## src/rtl/imm_pkg.sv

```systemverilog
// Shared immediate type codes, skid-buffer states and base-ISA opcode constants
// for the immediate generation stage.
package imm_pkg;

  // Codes 110/111 carry no immediate format; auto-decode reports 111 for them.
  typedef enum logic [2:0] {
    IMM_I    = 3'b000,
    IMM_S    = 3'b001,
    IMM_B    = 3'b010,
    IMM_U    = 3'b011,
    IMM_J    = 3'b100,
    IMM_Z    = 3'b101,
    IMM_ILL6 = 3'b110,
    IMM_ILL  = 3'b111
  } imm_type_e;

  typedef enum logic [1:0] {
    ST_EMPTY = 2'b00,
    ST_HALF  = 2'b01,
    ST_FULL  = 2'b10
  } skid_state_e;

  localparam logic [6:0] OP_IMM    = 7'b0010011;
  localparam logic [6:0] OP_LOAD   = 7'b0000011;
  localparam logic [6:0] OP_JALR   = 7'b1100111;
  localparam logic [6:0] OP_STORE  = 7'b0100011;
  localparam logic [6:0] OP_BRANCH = 7'b1100011;
  localparam logic [6:0] OP_LUI    = 7'b0110111;
  localparam logic [6:0] OP_AUIPC  = 7'b0010111;
  localparam logic [6:0] OP_JAL    = 7'b1101111;
  localparam logic [6:0] OP_SYSTEM = 7'b1110011;
  localparam logic [6:0] OP_IMM32  = 7'b0011011;

  function automatic logic imm_type_legal(input imm_type_e t);
    case (t)
      IMM_I, IMM_S, IMM_B, IMM_U, IMM_J, IMM_Z: return 1'b1;
      default:                                  return 1'b0;
    endcase
  endfunction

endpackage

```

## src/rtl/imm_extract.sv

```systemverilog
// Combinational opcode decode and immediate extraction/extension for one
// 32-bit instruction word.
module imm_extract
  import imm_pkg::*;
#(
  parameter int XLEN        = 32,
  parameter bit AUTO_DECODE = 1'b1
) (
  input  logic [31:0]     i_instr,
  input  logic [2:0]      i_imm_sel,
  output logic [XLEN-1:0] o_imm,
  output logic [2:0]      o_type,
  output logic            o_illegal
);

  logic [6:0] w_opcode;
  imm_type_e  w_type_auto;
  imm_type_e  w_type;
  logic       w_sign;

  assign w_opcode = i_instr[6:0];
  assign w_sign   = i_instr[31];

  always_comb begin
    w_type_auto = IMM_ILL;
    case (w_opcode)
      OP_IMM, OP_LOAD, OP_JALR: w_type_auto = IMM_I;
      OP_STORE:                 w_type_auto = IMM_S;
      OP_BRANCH:                w_type_auto = IMM_B;
      OP_LUI, OP_AUIPC:         w_type_auto = IMM_U;
      OP_JAL:                   w_type_auto = IMM_J;
      // funct3[2] separates the immediate CSR forms (rs1 field is a uimm).
      OP_SYSTEM: begin
        if (i_instr[14]) begin
          w_type_auto = IMM_Z;
        end else begin
          w_type_auto = IMM_I;
        end
      end
      OP_IMM32: begin
        if (XLEN == 64) begin
          w_type_auto = IMM_I;
        end else begin
          w_type_auto = IMM_ILL;
        end
      end
      default:                  w_type_auto = IMM_ILL;
    endcase
  end

  always_comb begin
    w_type = IMM_ILL;
    if (AUTO_DECODE) begin
      w_type = w_type_auto;
    end else begin
      w_type = imm_type_e'(i_imm_sel);
    end
  end

  always_comb begin
    o_imm = '0;
    case (w_type)
      IMM_I: o_imm = {{(XLEN-12){w_sign}}, i_instr[31:20]};
      IMM_S: o_imm = {{(XLEN-12){w_sign}}, i_instr[31:25], i_instr[11:7]};
      IMM_B: o_imm = {{(XLEN-13){w_sign}}, i_instr[31], i_instr[7],
                      i_instr[30:25], i_instr[11:8], 1'b0};
      IMM_U: o_imm = {{(XLEN-31){w_sign}}, i_instr[30:12], 12'h000};
      IMM_J: o_imm = {{(XLEN-21){w_sign}}, i_instr[31], i_instr[19:12],
                      i_instr[20], i_instr[30:21], 1'b0};
      IMM_Z: o_imm = {{(XLEN-5){1'b0}}, i_instr[19:15]};
      default: o_imm = '0;
    endcase
  end

  assign o_type    = w_type;
  assign o_illegal = ~imm_type_legal(w_type);

endmodule

```

## src/rtl/imm_gen_stage_chk.sv

```systemverilog
// Structural invariants of the skid buffer: the registered handshake flags
// must always agree with the buffer occupancy state.
module imm_gen_stage_chk
  import imm_pkg::*;
(
  input logic        clk,
  input logic        rst,
  input skid_state_e state,
  input logic        in_ready,
  input logic        out_valid
);

  a_ready_vs_state: assert property (@(posedge clk) disable iff (rst)
    in_ready == (state != ST_FULL));

  a_valid_vs_state: assert property (@(posedge clk) disable iff (rst)
    out_valid == (state != ST_EMPTY));

  a_state_legal: assert property (@(posedge clk) disable iff (rst)
    state inside {ST_EMPTY, ST_HALF, ST_FULL});

endmodule

```

## src/rtl/imm_gen_stage.sv

```systemverilog
// Immediate generation pipeline stage: decode/extract on the input side, then a
// two-entry skid buffer (output register + skid register) with registered in_ready.
module imm_gen_stage
  import imm_pkg::*;
#(
  parameter int XLEN        = 32,
  parameter bit AUTO_DECODE = 1'b1
) (
  input  logic            clk,
  input  logic            rst,
  input  logic            flush,
  input  logic            in_valid,
  output logic            in_ready,
  input  logic [31:0]     in_instr,
  input  logic [2:0]      in_imm_sel,
  output logic            out_valid,
  input  logic            out_ready,
  output logic [XLEN-1:0] out_imm,
  output logic [2:0]      out_type,
  output logic            out_illegal,
  output logic [31:0]     out_instr
);

  logic [XLEN-1:0] w_imm;
  logic [2:0]      w_type;
  logic            w_illegal;
  logic            w_accept;
  logic            w_pop;

  skid_state_e     r_state;
  logic            r_in_ready;
  logic            r_out_valid;
  logic [XLEN-1:0] r_out_imm;
  logic [2:0]      r_out_type;
  logic            r_out_illegal;
  logic [31:0]     r_out_instr;
  logic [XLEN-1:0] r_skid_imm;
  logic [2:0]      r_skid_type;
  logic            r_skid_illegal;
  logic [31:0]     r_skid_instr;

  imm_extract #(
    .XLEN        (XLEN),
    .AUTO_DECODE (AUTO_DECODE)
  ) u_extract (
    .i_instr   (in_instr),
    .i_imm_sel (in_imm_sel),
    .o_imm     (w_imm),
    .o_type    (w_type),
    .o_illegal (w_illegal)
  );

  assign w_accept = in_valid & r_in_ready;
  assign w_pop    = r_out_valid & out_ready;

  // Flush outranks accept and pop; the skid entry only exists in FULL.
  always_ff @(posedge clk or posedge rst) begin
    if (rst) begin
      r_state        <= ST_EMPTY;
      r_in_ready     <= 1'b1;
      r_out_valid    <= 1'b0;
      r_out_imm      <= '0;
      r_out_type     <= 3'b000;
      r_out_illegal  <= 1'b0;
      r_out_instr    <= 32'h0000_0000;
      r_skid_imm     <= '0;
      r_skid_type    <= 3'b000;
      r_skid_illegal <= 1'b0;
      r_skid_instr   <= 32'h0000_0000;
    end else if (flush) begin
      r_state        <= ST_EMPTY;
      r_in_ready     <= 1'b1;
      r_out_valid    <= 1'b0;
      r_out_imm      <= '0;
      r_out_type     <= 3'b000;
      r_out_illegal  <= 1'b0;
      r_out_instr    <= 32'h0000_0000;
      r_skid_imm     <= '0;
      r_skid_type    <= 3'b000;
      r_skid_illegal <= 1'b0;
      r_skid_instr   <= 32'h0000_0000;
    end else begin
      case (r_state)
        ST_EMPTY: begin
          if (w_accept) begin
            r_out_imm     <= w_imm;
            r_out_type    <= w_type;
            r_out_illegal <= w_illegal;
            r_out_instr   <= in_instr;
            r_out_valid   <= 1'b1;
            r_state       <= ST_HALF;
          end
        end
        ST_HALF: begin
          case ({w_accept, w_pop})
            2'b10: begin
              r_skid_imm     <= w_imm;
              r_skid_type    <= w_type;
              r_skid_illegal <= w_illegal;
              r_skid_instr   <= in_instr;
              r_in_ready     <= 1'b0;
              r_state        <= ST_FULL;
            end
            2'b01: begin
              r_out_valid <= 1'b0;
              r_state     <= ST_EMPTY;
            end
            2'b11: begin
              r_out_imm     <= w_imm;
              r_out_type    <= w_type;
              r_out_illegal <= w_illegal;
              r_out_instr   <= in_instr;
            end
            default: begin
              r_state <= ST_HALF;
            end
          endcase
        end
        ST_FULL: begin
          if (w_pop) begin
            r_out_imm     <= r_skid_imm;
            r_out_type    <= r_skid_type;
            r_out_illegal <= r_skid_illegal;
            r_out_instr   <= r_skid_instr;
            r_in_ready    <= 1'b1;
            r_state       <= ST_HALF;
          end
        end
        default: begin
          r_state     <= ST_EMPTY;
          r_in_ready  <= 1'b1;
          r_out_valid <= 1'b0;
        end
      endcase
    end
  end

  assign in_ready    = r_in_ready;
  assign out_valid   = r_out_valid;
  assign out_imm     = r_out_imm;
  assign out_type    = r_out_type;
  assign out_illegal = r_out_illegal;
  assign out_instr   = r_out_instr;

  imm_gen_stage_chk u_chk (
    .clk       (clk),
    .rst       (rst),
    .state     (r_state),
    .in_ready  (r_in_ready),
    .out_valid (r_out_valid)
  );

endmodule

```

## config.mk

```make
export PLATFORM = sky130hd
export DESIGN_NAME = imm_gen_stage
export DESIGN_NICKNAME = d
export VERILOG_FILES = /design/src/rtl/imm_pkg.sv /design/src/rtl/imm_extract.sv /design/src/rtl/imm_gen_stage_chk.sv /design/src/rtl/imm_gen_stage.sv
export SDC_FILE = /design/constraint.sdc
export NUM_CORES = 1
export LEC_CHECK = 0
export ABC_AREA = 1
export ABC_CLOCK_PERIOD_IN_PS = 8950
export CORE_MARGIN = 2
export CORE_UTILIZATION = 58
export CTS_CLUSTER_SIZE = 16
export DETAILED_ROUTE_END_ITERATION = 8
export PLACE_DENSITY = 0.93
export SETUP_SLACK_MARGIN = 0.3
export SKIP_CTS_REPAIR_TIMING = 1
export SLEW_MARGIN = 0
export SYNTH_ARGS = -nofsm -noshare
export SYNTH_HDL_FRONTEND = slang
export SYNTH_SLANG_ARGS = --single-unit
```

## constraint.sdc

```tcl
create_clock -name clk -period 8.95 [get_ports clk]
set_clock_uncertainty 0.05 [all_clocks]
set_input_delay 0.895 -clock clk [delete_from_list [all_inputs] [get_ports clk]]
set_output_delay 0.895 -clock clk [all_outputs]
set_load 0.1 [all_outputs]
```

==> flow_summary.json, run 1 <==
{
  "status": "finished clean",
  "rsz0062_at_grt": "no",
  "seq_area_frac_synth_pct": 51.2,
  "grt_first_pass_wirelength_um": 30100,
  "antenna_left": 0,
  "synth_compound_area_share_pct": 17.7,
  "avgRoutedWirePerCell_um": 16.7,
  "root_buffer": "clkbuf_16",
  "crit_path_end_kind": "flop",
  "relSlewSlack_pct": 15.5,
  "stdcell_count": 1106,
  "reg2reg_slack_ns": 5.23,
  "syn-num-nets": 918,
  "syn_avg_cell_area_um2": 7.83,
  "n_fill_cell": 759,
  "p_leak_nw": 4.33,
  "die-width_um": 113,
  "maxCapViolCount": 0,
  "layout-drive-gt1-share_pct": 7.27,
  "gp_congestion": 0.979,
  "dr.pass1.iters": 6,
  "ys_ff_latch": 140,
  "fmax_mhz": 193,
  "grt.overflow.total": 0,
  "viasPerCell": 5.83,
  "power.density_mw_per_mm2": 254,
  "vdd_drop_max_mv": 0.226,
  "synthAdderAreaFrac_pct": 0.732,
  "whs_path_depth": 2,
  "grt_max_degree": 90,
  "start_util_pct": 59.7,
  "synth_edf_count": 0,
  "rr_worst_depth": 10,
  "grt.total_usage_pct": 30.0,
  "grt_antenna_before_repair": 0,
  "cts_tree": "done",
  "critPathKind": "in -> reg",
  "route.met3.wl_um": 1590,
  "synth_top_cells_by_count": "nand2_1 (271), dfrtp_1 (139), o21ai_0 (125)",
  "seqCellArea_mm2": 0.00350,
  "fin_crit_ns": 5.17,
  "min_from": "out_imm[17]$_DFFE_PP0P_",
  "synth-async-reset-ratio_pct": 100,
  "reg2reg_from": "r_state[1]$_DFFE_PP0P_",
  "ys_types": 31,
  "core_mm2": 0.0115,
  "wl_um": 18500,
  "dp.cells": 1074,
  "cp_slowest_cell": "inv_2",
  "r2r-end": "out_instr[14]$_DFFE_PP0P_",
  "drt_first_iter_violations": 738,
  "hold_path_end": "out_imm[17]$_DFFE_PP0P_",
  "rows": 39,
  "crit_required_ns": 9.18,
  "layout.nets": 994,
  "fin_setup_tns_ns": 0,
  "synth_top_family_by_area": "simple AND/OR/NAND/NOR gates",
  "drv_slew": 0,
  "drc": 0,
  "dp_hpwl_um": 11400,
  "cpLargestDelayFamily": "buffers and inverters",
  "clk_path_buf_depth": 2,
  "tightest_slew_ns": 1.27,
  "clock-sinks": 140,
  "setup_violations": 0,
  "syn_to_final_growth_pct": 24.5,
  "hold_viol_final": 0,
  "crit_fanout": 77,
  "yosys-top-cells-area": "dfrtp_1 (51%), nand2_1 (15%), o21ai_0 (9.1%), nor2_1 (3.7%), a21oi_1 (3.5%)",
  "start_kind": "input pin",
  "top_layer": "met4",
  "worstPathArrival_ns": 5.40,
  "synth_top_area_share_pct": 50.9,
  "io_buffer_count": 106,
  "post-route-period-util_pct": 57.8,
  "syn_area_mm2": 0.00684,
  "dieArea_mm2": 0.0127,
  "clkLatencyLatePin_ns": 0.43,
  "synthMuxAreaShare_pct": 0,
  "ioPinCount": 110,
  "cts_buffers": 17,
  "crit_path_cell_trace": "clkdlybuf4s50_1 -> inv_2 -> nand2_2 -> nor2_1 -> nor2_1 -> nand2_2 -> buf_4 -> nor2_2 -> inv_2 -> o21ai_0",
  "met1_length_um": 7190,
  "synthesis.instances": 874,
  "wl_met2_um": 9030,
  "yosysWarnings": 0,
  "hp-class": "reg -> reg",
  "synth-simple-area-share_pct": 23.2,
  "cts.clk_slew.worst_paths_ns": 0.06,
  "diodes": 0,
  "grt_pass1_vias": 6183,
  "synth_xor_area_share_pct": 0,
  "synth_top_flop_cell": "dfrtp_1",
  "num_vias": 6453,
  "max_stage_delay_ns": 0.87,
  "critical_path_buf_inv_count": 4,
  "multi_input_area_mm2": 0.00286,
  "htreeDepth": 4,
  "die_y_um": 113,
  "yosys.area.top_type": "dfrtp_1",
  "synth.most_common_cell": "nand2_1"
}
[cells by family (layout without fill, tap and decap cells)]
kind of cell / after synthesis / after routing
buffers and inverters: 119 / 208
AOI/OAI and AO/OA: 220 / 220
and+or+nand+nor: 391 / 391
DFF: 140 / 140
adders and majority gates: 4 / 4
[report_power, final]
part,switching [mW],internal (mW)
clock,0.278,0.480
combinational,0.524,0.143
sequential,0.0394,0.700
total,0.841,1.32
[state kept, by name (all words and copies together) (netlist names)]
name and flops:
out_imm 32, out_instr 32, r_skid_imm 32, r_skid_instr 32, out_type 3, r_skid_type 3, r_state 2, in_ready 1
out_illegal 1, out_valid 1, r_skid_illegal 1
[per-layer routing]
layer,global-route usage (%),vias up
li1,-,2978
met1,38.1,3034
met2,48.3,378
met3,7.45,63
met4,14.7,0
met5,0,-
[cells in the final DEF, fill, tap and decap left out, types with 8 or more instances in the layout]
cell type	instances
nand2_1	271
dfrtp_1	139
o21ai_0	125
clkdlybuf4s50_1	106
nor2_1	66
inv_1	57
a21oi_1	48
nand3_1	34
o21ai_1	21
clkbuf_16	17
nand2_2	9
inv_2	8
[metrics by stage]
step	util [%]	total power [mW]	instance area (um^2)	setup slack (ns)	hold slack, ns
5_1_grt	74.2	2.24	8510	3.52	0.454
6_report	74.2	2.16	8510	3.78	0.432
2_1_floorplan	-	1.24	6840	4.25	0.397
3_3_place_gp	68.8	1.39	7890	3.62	0.410
4_1_cts	74.2	2.16	8510	3.95	0.434
3_5_place_dp	68.8	1.41	7890	3.59	0.414
[worst max path at each step]
| stage | start | endpoint | slack (ns) | cells past startpoint |
|---|---|---|---|---|
| after floorplan | rst | out_illegal$_DFFE_PP0P_ | 4.25 | 1 |
| after global placement | flush | out_illegal$_DFFE_PP0P_ | 3.62 | 10 |
| after detailed placement | flush | out_instr[13]$_DFFE_PP0P_ | 3.59 | 10 |
| after CTS | flush | out_instr[14]$_DFFE_PP0P_ | 3.95 | 10 |
| after global routing | flush | out_instr[24]$_DFFE_PP0P_ | 3.52 | 10 |
| final | flush | out_instr[14]$_DFFE_PP0P_ | 3.78 | 10 |
[worst reg2reg max path, stage by stage (launching register included)]
cell	delay, ns
dfrtp_1	0.43
inv_2	0.07
nor2_4	0.24
nand2_2	0.41
nor2_1	0.30
nor2_1	0.11
nand2_2	0.33
buf_4	0.69
nor2_2	0.33
inv_2	0.42
o21ai_0	0.20
[area by class of cell]
| class | instances | area share (%) |
|---|---|---|
| Sequential cell | 140 | 41.2 |
| Timing Repair Buffer | 110 | 12.8 |
| Clock inverter | 11 | 1.95 |
| Tap cell | 143 | 2.10 |
| Multi-Input combinational cell | 615 | 33.6 |
| Inverter | 66 | 2.97 |
| Clock buffer | 21 | 5.41 |
(Power assumes the default switching activity.)
==> inputs of run 2 (changes only) <==
ABC_CLOCK_PERIOD_IN_PS = 5300   (was 8950)
CORE_UTILIZATION = 54   (was 58)
PLACE_DENSITY = 0.87   (was 0.93)
clock period = 5.3 ns   (was 8.95 ns; I/O delays follow)
==> run 2 against run 1 <==
Compared with the run above: clock power up 60%; via count shrank 2.8%; critical path depth unchanged; die area is 7.1% higher; design area rose by 0.44%; sequential cell count did not move; power is 66% higher; first-iteration DRC count is 6.1% lower; largest power group is now registers.
==> flow_summary.json, run 2 (same netlist as run 1, synthesis figures left out) <==
{
  "drc": 0,
  "grt_max_degree": 102,
  "n_fill_cell": 987,
  "htreeDepth": 4,
  "grt.total_usage_pct": 26.9,
  "io_buffer_count": 106,
  "crit_path_end_kind": "flop",
  "start_kind": "input pin",
  "fmax_mhz": 299,
  "final_core_util_pct": 68.3,
  "gp_congestion": 0.885,
  "crit_path_cell_trace": "clkdlybuf4s50_1 -> inv_2 -> nand2_2 -> buf_4 -> nor2_1 -> nor2_1 -> nand2_2 -> nor2_2 -> inv_2 -> o21ai_0",
  "die_y_um": 117,
  "grt_antenna_before_repair": 0,
  "multi_input_area_mm2": 0.00286,
  "hp-class": "reg -> reg",
  "stdcell_count": 1138,
  "rsz0062_at_grt": "no",
  "wl_um": 17600,
  "setup_violations": 0,
  "power.density_mw_per_mm2": 419,
  "cts.clk_slew.worst_paths_ns": 0.06,
  "critPathKind": "in -> reg",
  "root_buffer": "clkbuf_16",
  "relSlewSlack_pct": 29.3,
  "cts_tree": "done",
  "power_mw": 3.58,
  "dieArea_mm2": 0.0136,
  "num_vias": 6275,
  "dr.pass1.iters": 5,
  "start_util_pct": 54.6,
  "fin_crit_ns": 3.34,
  "dp.cells": 1106,
  "antenna_left": 0,
  "syn_to_final_growth_pct": 25.0,
  "ioPinCount": 110,
  "clock-sinks": 140,
  "grt_pass1_vias": 5842,
  "cp_slowest_cell": "clkdlybuf4s50_1",
  "diodes": 0,
  "cts_buffers": 17,
  "viasPerCell": 5.51,
  "p_leak_nw": 4.34,
  "crit_required_ns": 5.58,
  "final_common_cell": "nand2_1",
  "grt_first_pass_wirelength_um": 28500,
  "clkLatencyLatePin_ns": 0.42,
  "layout.nets": 997,
  "layout-drive-gt1-share_pct": 7.45,
  "drt_first_iter_violations": 693,
  "hold_viol_final": 0,
  "vdd_drop_max_mv": 0.252,
  "die-width_um": 117,
  "tightest_slew_ns": 1.06,
  "seqCellArea_mm2": 0.00350,
  "drv_slew": 0,
  "core_mm2": 0.0125,
  "avgRoutedWirePerCell_um": 15.5,
  "worstPathArrival_ns": 3.62,
  "max_stage_delay_ns": 0.77,
  "grt.overflow.total": 0,
  "post-route-period-util_pct": 63.0,
  "crit_fanout": 28,
  "status": "finished clean",
  "fin_setup_tns_ns": 0,
  "dp_hpwl_um": 11200,
  "maxCapViolCount": 0,
  "final_cell_mix": "nand2_1 (271), dfrtp_1 (139), o21ai_0 (125), clkdlybuf4s50_1 (106), nor2_1 (66)",
  "rows": 41,
  "clk_path_buf_depth": 2
}
==> run 2: cell type report <==
| type | instances | area share (%) |
|---|---|---|
| Clock buffer | 21 | 5.27 |
| Clock inverter | 11 | 1.67 |
| Inverter | 66 | 2.96 |
| Multi-Input combinational cell | 615 | 33.4 |
| Sequential cell | 140 | 41.0 |
| Tap cell | 172 | 2.52 |
| Timing Repair Buffer | 113 | 13.2 |
==> run 2: routing by layer <==
metal	share of wire, %	wire length [um]	vias up	GRT usage, %
li1	-	-	2977	-
met1	42	7350	2956	35.1
met2	47	8360	279	42.9
met3	7.1	1240	63	6.28
met4	3.7	652	0	12.5
met5	0	0	-	0
==> run 2: stage by stage <==
stage          area, um^2  hold slack, ns  worst slack [ns]
2_1_floorplan        6840           0.397             0.969
3_3_place_gp         7960           0.410              1.73
3_5_place_dp         7960           0.414              1.65
4_1_cts              8550           0.431              2.02
5_1_grt              8550           0.456              1.75
6_report             8550           0.426              1.96
==> run 2: path summary, 6_finish.rpt <==
| kind | startpoint | to | slack [ns] | depth (start not counted) |
|---|---|---|---|---|
| min in group asynchronous | rst | out_instr[0]$_DFFE_PP0P_ | 0.63 | 2 |
| worst min-delay path | out_imm[7]$_DFFE_PP0P_ | out_imm[7]$_DFFE_PP0P_ | 0.43 | 2 |
| worst max register to register | r_state[1]$_DFFE_PP0P_ | out_instr[10]$_DFFE_PP0P_ | 2.33 | 10 |
| worst max-delay path | flush | out_instr[10]$_DFFE_PP0P_ | 1.96 | 10 |
| worst min register to register | out_imm[7]$_DFFE_PP0P_ | out_imm[7]$_DFFE_PP0P_ | 0.43 | 2 |
| max in group asynchronous | rst | r_skid_instr[7]$_DFFE_PP0P_ | 3.47 | 3 |
==> run 2: worst max-delay path: cells and delay by family <==
| family | cells | cell delay [ns] |
|---|---|---|
| simple gates | 5 | 1.30 |
| compound gates | 1 | 0.26 |
| buf+inv | 4 | 1.49 |
==> run 2: power by group <==
group	switching [mW]	internal (mW)
sequential	0.0672	1.18
clock	0.456	0.751
combinational	0.880	0.248
total	1.40	2.18
